===== src/rtl/bounce_generator.sv =====
// Mechanical-button emulator: on a level request, drives button_out through a burst of
// LFSR-timed glitches, then settles on the requested level and pulses done.
module bounce_generator #(
    parameter int unsigned BOUNCE_COUNT  = 5,
    parameter int unsigned MIN_GAP       = 2,
    parameter int unsigned GAP_BITS      = 4,
    parameter int unsigned SETTLE_CYCLES = 2000000,
    parameter logic [15:0] LFSR_SEED     = 16'hACE1
) (
    input  logic clk,
    input  logic reset,
    input  logic req_valid,
    input  logic req_level,
    output logic req_ready,
    output logic button_out,
    output logic busy,
    output logic done
);

    localparam int unsigned GAP_MAX = MIN_GAP + (2 ** GAP_BITS) - 1;
    localparam int unsigned GW      = $clog2(GAP_MAX + 1);
    localparam int unsigned EDGES   = 2 * BOUNCE_COUNT + 1;
    localparam int unsigned EW      = $clog2(EDGES + 1);
    localparam int unsigned SW      = (SETTLE_CYCLES > 0) ? $clog2(SETTLE_CYCLES + 1) : 1;
    localparam logic [15:0] SEED    = (LFSR_SEED == 16'h0000) ? 16'h0001 : LFSR_SEED;

    typedef enum logic [1:0] {
        ST_IDLE,
        ST_BOUNCE,
        ST_SETTLE,
        ST_DONE
    } state_t;

    state_t        state_q, state_d;
    logic [15:0]   lfsr_q, lfsr_d;
    logic [GW-1:0] gap_q, gap_d;
    logic [EW-1:0] edges_q, edges_d;
    logic [SW-1:0] settle_q, settle_d;
    logic          level_q, level_d;
    logic          button_q, button_d;
    logic          ready_q, ready_d;
    logic          busy_q, busy_d;
    logic          done_q, done_d;
    logic [GW-1:0] gap_new;

    // Next gap is always drawn from the LFSR value present at the edge that consumes it.
    assign gap_new = GW'(MIN_GAP) + GW'(lfsr_q[GAP_BITS-1:0]);

    always_comb begin
        state_d  = state_q;
        lfsr_d   = {1'b0, lfsr_q[15:1]} ^ (lfsr_q[0] ? 16'hB400 : 16'h0000);
        gap_d    = gap_q;
        edges_d  = edges_q;
        settle_d = settle_q;
        level_d  = level_q;
        button_d = button_q;

        case (state_q)
            ST_IDLE: begin
                if (req_valid) begin
                    level_d = req_level;
                    if (req_level == button_q) begin
                        state_d = ST_DONE;
                    end else begin
                        edges_d = EW'(EDGES);
                        gap_d   = gap_new;
                        state_d = ST_BOUNCE;
                    end
                end
            end
            ST_BOUNCE: begin
                if (gap_q <= GW'(1)) begin
                    button_d = ~button_q;
                    edges_d  = edges_q - EW'(1);
                    gap_d    = gap_new;
                    if (edges_q <= EW'(1)) begin
                        // An odd edge count means the last toggle already lands on the target.
                        button_d = level_q;
                        if (SETTLE_CYCLES == 0) begin
                            state_d = ST_DONE;
                        end else begin
                            settle_d = SW'(SETTLE_CYCLES);
                            state_d  = ST_SETTLE;
                        end
                    end
                end else begin
                    gap_d = gap_q - GW'(1);
                end
            end
            ST_SETTLE: begin
                if (settle_q <= SW'(1)) begin
                    settle_d = '0;
                    state_d  = ST_DONE;
                end else begin
                    settle_d = settle_q - SW'(1);
                end
            end
            ST_DONE: begin
                state_d = ST_IDLE;
            end
            default: begin
                state_d = ST_IDLE;
            end
        endcase

        ready_d = (state_d == ST_IDLE);
        busy_d  = (state_d == ST_BOUNCE) || (state_d == ST_SETTLE);
        done_d  = (state_d == ST_DONE);
    end

    always_ff @(posedge clk or negedge reset) begin
        if (!reset) begin
            state_q  <= ST_IDLE;
            lfsr_q   <= SEED;
            gap_q    <= '0;
            edges_q  <= '0;
            settle_q <= '0;
            level_q  <= 1'b0;
            button_q <= 1'b0;
            ready_q  <= 1'b1;
            busy_q   <= 1'b0;
            done_q   <= 1'b0;
        end else begin
            state_q  <= state_d;
            lfsr_q   <= lfsr_d;
            gap_q    <= gap_d;
            edges_q  <= edges_d;
            settle_q <= settle_d;
            level_q  <= level_d;
            button_q <= button_d;
            ready_q  <= ready_d;
            busy_q   <= busy_d;
            done_q   <= done_d;
        end
    end

    assign req_ready  = ready_q;
    assign button_out = button_q;
    assign busy       = busy_q;
    assign done       = done_q;

endmodule


===== config.mk =====
export PLATFORM = sky130hd
export DESIGN_NAME = bounce_generator
export DESIGN_NICKNAME = d
export VERILOG_FILES = /design/src/rtl/bounce_generator.sv
export SDC_FILE = /design/constraint.sdc
export NUM_CORES = 1
export LEC_CHECK = 0
export ABC_AREA = 0
export ABC_CLOCK_PERIOD_IN_PS = 2100
export CAP_MARGIN = 20
export CORE_MARGIN = 2
export CORE_UTILIZATION = 54
export DETAILED_ROUTE_END_ITERATION = 12
export PLACE_DENSITY = 0.79
export REMOVE_ABC_BUFFERS = 1
export SYNTH_ARGS = -nofsm -noshare
export SYNTH_HDL_FRONTEND = slang
export SYNTH_SLANG_ARGS = --single-unit

===== constraint.sdc =====
create_clock -name clk -period 2.1 [get_ports clk]
set_clock_uncertainty 0.1 [all_clocks]
set_input_delay 0.21 -clock clk [delete_from_list [all_inputs] [get_ports clk]]
set_output_delay 0.21 -clock clk [all_outputs]
set_load 0.02 [all_outputs]

[Word level (Yosys, flattened, before mapping)]
Index checks and enable logic that the tools add are counted.
Storage, ports and cells
  bits of input ports: 4
  output and inout bits: 4
  register bits after elaboration: 53
  logic and storage cells: 60
Cells by class
  magnitude comparators: 3
  bitwise gates (word level): 2
  reductions and logical operators: 10
  add/sub/neg operators: 4
  mux-type cells: 20
  equality and inequality tests: 11
Operators by type and width (number)
  2-to-1 mux 21 bit: 3
  case mux 21 bit (2 select lines): 1
  less-or-equal comparator 21 x 1 -> 1 bit (second input constant): 1
  subtractor 21 x 1 -> 21 bit (second input constant): 1
  2-to-1 mux 16 bit: 1
  XOR 15 x 16 -> 16 bit: 1
  2-to-1 mux 5 bit: 3
  2-to-1 mux 4 bit: 3
  2-to-1 mux 2 bit: 5
  case mux 5 bit (2 select lines): 1
  equality test 2 bit (second input constant): 4
  != test 2 bit (second input constant): 4
  case mux 2 bit (4 select lines): 1
  case mux 4 bit (2 select lines): 1
  AND reduction 3 bit: 2
  adder 2 x 4 -> 5 bit (first input constant): 1
  less-or-equal comparator 5 x 1 -> 1 bit (second input constant): 1
  subtractor 5 x 1 -> 5 bit (second input constant): 1
  equality test 2 x 1 -> 1 bit (second input constant): 2
  less-or-equal comparator 4 x 1 -> 1 bit (second input constant): 1
  logical NOT 2 bit: 2
  AND reduction 2 bit: 2
  AND reduction 4 bit: 1
  nonzero test 2 bit: 2
  other kinds (5): 5

[Longest topological paths before layout]
  word-level depth: 6
  depth in mapped cells: 9
  gate-level depth less buffers: 8

[Worst setup path before layout]
OpenSTA, ideal clock, no wires.
  path type: register to register
  from: register gap_q[1]
  to: register busy_q, in the netlist busy
  arrival: 1.782 ns
  path buffers: 1
  stages on the path, launching flop included: 10
  clock period less this slack: 2.008 ns
  data required time: 1.874 ns
  library setup time: 0.126 ns
  slack: 0.092 ns
  path through: dfrtp_1 inv_1 ha_1 o21bai_1 and3_1 clkbuf_1 nand2_1 o21ai_0 inv_1 ha_1
Between the ends
  cells in the longest elaborated chain, start to end: 5
  elaborated cells between the ends (all ways): 6
  those cells by class: order compare: 1; eq/ne: 2; mux: 2; reduce/logical: 1
Ends and longest elaborated chain
  from (decl): line 36  | logic [GW-1:0] gap_q, gap_d;
  from (signal assigned): line 126  | gap_q <= gap_d;
  less-or-equal comparator 5 x 1 -> 1 bit (*): line 72  | if (gap_q <= GW'(1)) begin
  2-to-1 mux 2 bit (*): line 72
  case mux 2 bit (4 select lines) (*): line 58  | case (state_q)
  net state_d[1]: line 34  | state_t state_q, state_d;
  equality test 2 x 1 -> 1 bit / equality test 2 bit (equally long branches): line 107  | busy_d = (state_d == ST_BOUNCE) || (state_d == ST_SETTLE);
  logical OR 1 bit (*): line 107
  net busy_d: line 42  | logic busy_q, busy_d;
  to (signal assigned): line 132  | busy_q <= busy_d;
  to (decl): line 42
The timed path passes the listed nets; every way through them passes the cells marked *.
A chain may end at the register's enable or synchronous reset.

[Final worst setup path]
  from: register settle_q[1]
  to: register settle_q[19]
Between the ends
  cells in the longest elaborated chain, start to end: 3
  elaborated cells between the ends (all ways): 4
  those cells by class: add/sub: 1; order compare: 1; mux: 2
Ends and longest elaborated chain
  from (decl): line 38  | logic [SW-1:0] settle_q, settle_d;
  from (signal assigned): line 128  | settle_q <= settle_d;
  subtractor 21 x 1 -> 21 bit / less-or-equal comparator 21 x 1 -> 1 bit (equally long branches): line 95, 91
  2-to-1 mux 21 bit (*): line 91  | if (settle_q <= SW'(1)) begin
  case mux 21 bit (2 select lines) (*): line 58
Every way passes the cells marked *; elsewhere a longest branch is shown, timed or not.

==> metrics.md <==
| Metric | Value |
|---|---|
| Outcome | `finished, final reports clean` |
| Synth top cells by count | `dfrtp_1, a21oi_1, nand2_1, nor2_1, inv_1` |
| Die Span Y | `72.4 um` |
| Number of H-tree levels | `2` |
| Die X | `72.4 um` |
| DRT iter0 DRCs | `124` |
| Biggest area consumer among synthesized cells | `dfrtp_1` |
| Slew Viols, Final | `0` |
| Aggregate global routing overflow | `0` |
| Initial antenna violation count | `0` |
| Static Leak | `1.31 nW` |
| Port bufs | `7` |
| Maxcap violations | `0` |
| Tmin final | `2050 ps` |
| Count leader, synth | `dfrtp_1` |
| Number of clock sinks | `53` |
| Drt wl/cell | `15.4 um` |
| DIE AREA | `0.00524 mm^2` |
| Clk root buf | `clkbuf_8` |
| Final Hold Vio Count | `0` |
| FF+latch count, synth | `53` |
| IO Count | `8` |
| DR pass1 iterations | `4` |
| Vias in the first global route | `1870` |
| Syn avg cell area | `10.3 um^2` |
| GPL Wtd Cong | `0.913` |
| Post-Syn Area | `0.00252 mm^2` |
| CP Capture Type | `flop` |
| Via density | `5.93` |
| Total GRT Usage | `20.8%` |
| Max IR drop VDD | `0.00102 V` |
| Pin count of the biggest net entering global routing | `29` |
| R2r setup slk | `50 ps` |
| RSZ-0062 raised after global routing | `yes` |
| Fin Setup TNS | `0 ps` |
| Global-route wire length before repair | `8.32 mm` |
| Final std cells w/o fill | `332` |
| Diodes inserted | `0` |
| EDFF count, synth | `0` |
| Crit path kind | `reg -> reg` |
| Reg2Reg Depth | `6` |
| Synth top area cells | `dfrtp_1, dfstp_2, a21oi_1` |
| CTS Buffer Depth | `2` |
| Setup crit start kind | `flop` |
| Post-Route WL | `5.13 mm` |
| CP Max Fanout | `6` |
| Max-slew headroom | `61.1%` |
| # DRC | `0` |
| Hold_sp | `lfsr_q[6]` |
| WP data arrival | `2210 ps` |
| Area share of the largest cell type after synthesis | `43.6%` |
| Clock Pin Slew Worst Setup and Hold Paths | `100 ps` |
| Tightest Hold Check Type | `reg -> reg` |
| Nets | `291` |
| Sequential area share after synthesis | `53.0%` |
| Worst-Margin Slew | `583 ps` |
| Pwr Total | `4.03 mW` |
| Endpoints failing setup | `0` |
| FMAX | `0.487 GHz` |
| P per Cell Area | `1360 mW/mm^2` |
| Critical R2R Launch | `settle_q[1]` |
| Placed insts | `319` |
| Number of placement rows | `24` |
| Vias | `1969` |
| Worst hold stages | `0` |
| YS warnings | `0` |
| Primary FF master, synth | `dfrtp_1` |
| Place WS | `23.6 ps` |
| Synthesized instance count | `244` |
| Share of layout cells above drive strength 1 | `23.6%` |
| Fin crit share | `97.8%` |
| ANT nets after route | `0` |
| Skew-Pair Late Insertion Delay | `310 ps` |
| Cell variety after synth | `54` |
| Share of flip-flops with an asynchronous set or reset | `100%` |
| CTS Buf Count | `5` |
| Dpl hpwl | `3.56 mm` |
| Area Growth Syn to Fin | `17.4%` |
| RR Endpoint | `settle_q[19]` |
| CTS tree | `built` |
| CP required | `2250 ps` |
| Final setup margin | `45.4 ps` |
| Hold EP | `lfsr_q[5]` |
| Core area | `0.00441 mm^2` |
| Starting Density | `57.2%` |
==> state kept, by name (all words and copies together) (netlist names) <==
register and count:
state_q 2, req_ready 1, settle_q 21, lfsr_q 16
busy 1, level_q 1, done 1, gap_q 5
edges_q 4, button_out 1
==> power by group <==
group | total [mW] | internal [mW] | switching, mW
Clock | 0.599 | 0.244 | 0.355
Combinational | 1.76 | 0.846 | 0.916
Sequential | 1.67 | 1.34 | 0.330
Total | 4.03 | 2.43 | 1.60
==> area by class of cell <==
cell class	count	area (um^2)
Timing Repair Buffer	34	283
Clock inverter	3	26.3
Clock buffer	5	68.8
Inverter	12	45.0
Multi-Input combinational cell	173	1140
Sequential cell	53	1340
Tap cell	52	65.1
Fill cell	337	1450
==> how the worst max path moves through the flow <==
stage               slack (ps)    startpoint  cells past startpoint      endpoint
detailed placement          20   settle_q[1]                      6  settle_q[19]
global placement            80  settle_q[10]                      5  settle_q[20]
floorplan                  110   settle_q[1]                      6  settle_q[19]
finish                      50   settle_q[1]                      6  settle_q[19]
global route               -40   settle_q[3]                      6          busy
CTS                          3   settle_q[1]                      6  settle_q[19]
==> per-layer routing <==
| layer | part of all wire [%] | track usage (%) | up-vias | routed length [um] |
|---|---|---|---|---|
| li1 | - | - | 952 | - |
| met1 | 46 | 26.7 | 969 | 2330 |
| met2 | 50 | 34.3 | 38 | 2550 |
| met3 | 3.1 | 5.56 | 10 | 161 |
| met4 | 1.7 | 6.71 | 0 | 86 |
| met5 | 0 | 0 | - | 0 |
==> worst max-delay path, cell delays in order, from the launching register on <==
cell and delay, ps:
dfrtp_1 420, inv_2 50, ha_1 180, o2111a_2 310
or4_4 540, or3_1 310, nand3_1 80
==> cells by family (layout without fill, tap and decap cells) <==
family / after synthesis / after routing / share of synthesized area (%)
flops: 53 / 53 / 53.0
mux: 4 / 4 / 1.69
fa+ha+maj: 8 / 8 / 3.97
xor+xnor: 7 / 7 / 2.43
simple gates: 98 / 98 / 21.8
buf+inv: 18 / 54 / 2.88
compound gates: 56 / 56 / 14.2
==> per-stage QoR <==
stage / hold WS (ps) / cell area, um^2 / utilization (%)
floorplan: -186 / 2500 / -
global placement: 130 / 2800 / 63.5
detailed placement: 140 / 2800 / 63.5
CTS: 264 / 2910 / 65.9
global route: 272 / 2960 / 67.1
finish: 260 / 2960 / 67.1
==> layout by cell type (no fill, tap or decap), types with 3 or more instances in the layout <==
| master | Yosys | layout |
|---|---|---|
| nor3_1 | 10 | 10 |
| nor2b_1 | 3 | 3 |
| nor2_1 | 17 | 17 |
| clkdlybuf4s50_1 | 0 | 6 |
| clkbuf_8 | 0 | 5 |
| or3_1 | 6 | 6 |
| nand4_1 | 6 | 6 |
| o31ai_1 | 3 | 3 |
| inv_1 | 12 | 11 |
| xor2_1 | 5 | 5 |
| o21bai_1 | 3 | 3 |
| nand2b_1 | 4 | 4 |
| dfrtp_1 | 44 | 43 |
| or2_2 | 4 | 4 |
| nand3_1 | 10 | 9 |
| o21ai_0 | 8 | 8 |
| ha_1 | 8 | 8 |
| a21oi_1 | 23 | 22 |
| or4_1 | 4 | 3 |
| dfstp_2 | 9 | 9 |
| nand2_1 | 19 | 19 |
| buf_4 | 1 | 25 |
==> repair_timing <==
| item | CTS | global route |
|---|---|---|
| setup buffers | 0 | 4 |
| hold buffers | 1 | 0 |
| hold endpoints to repair | 19 | 0 |
| endpoints found under the setup margin | 0 | 12 |
| resized for setup | 0 | 10 |
(Power assumes the default switching activity.)
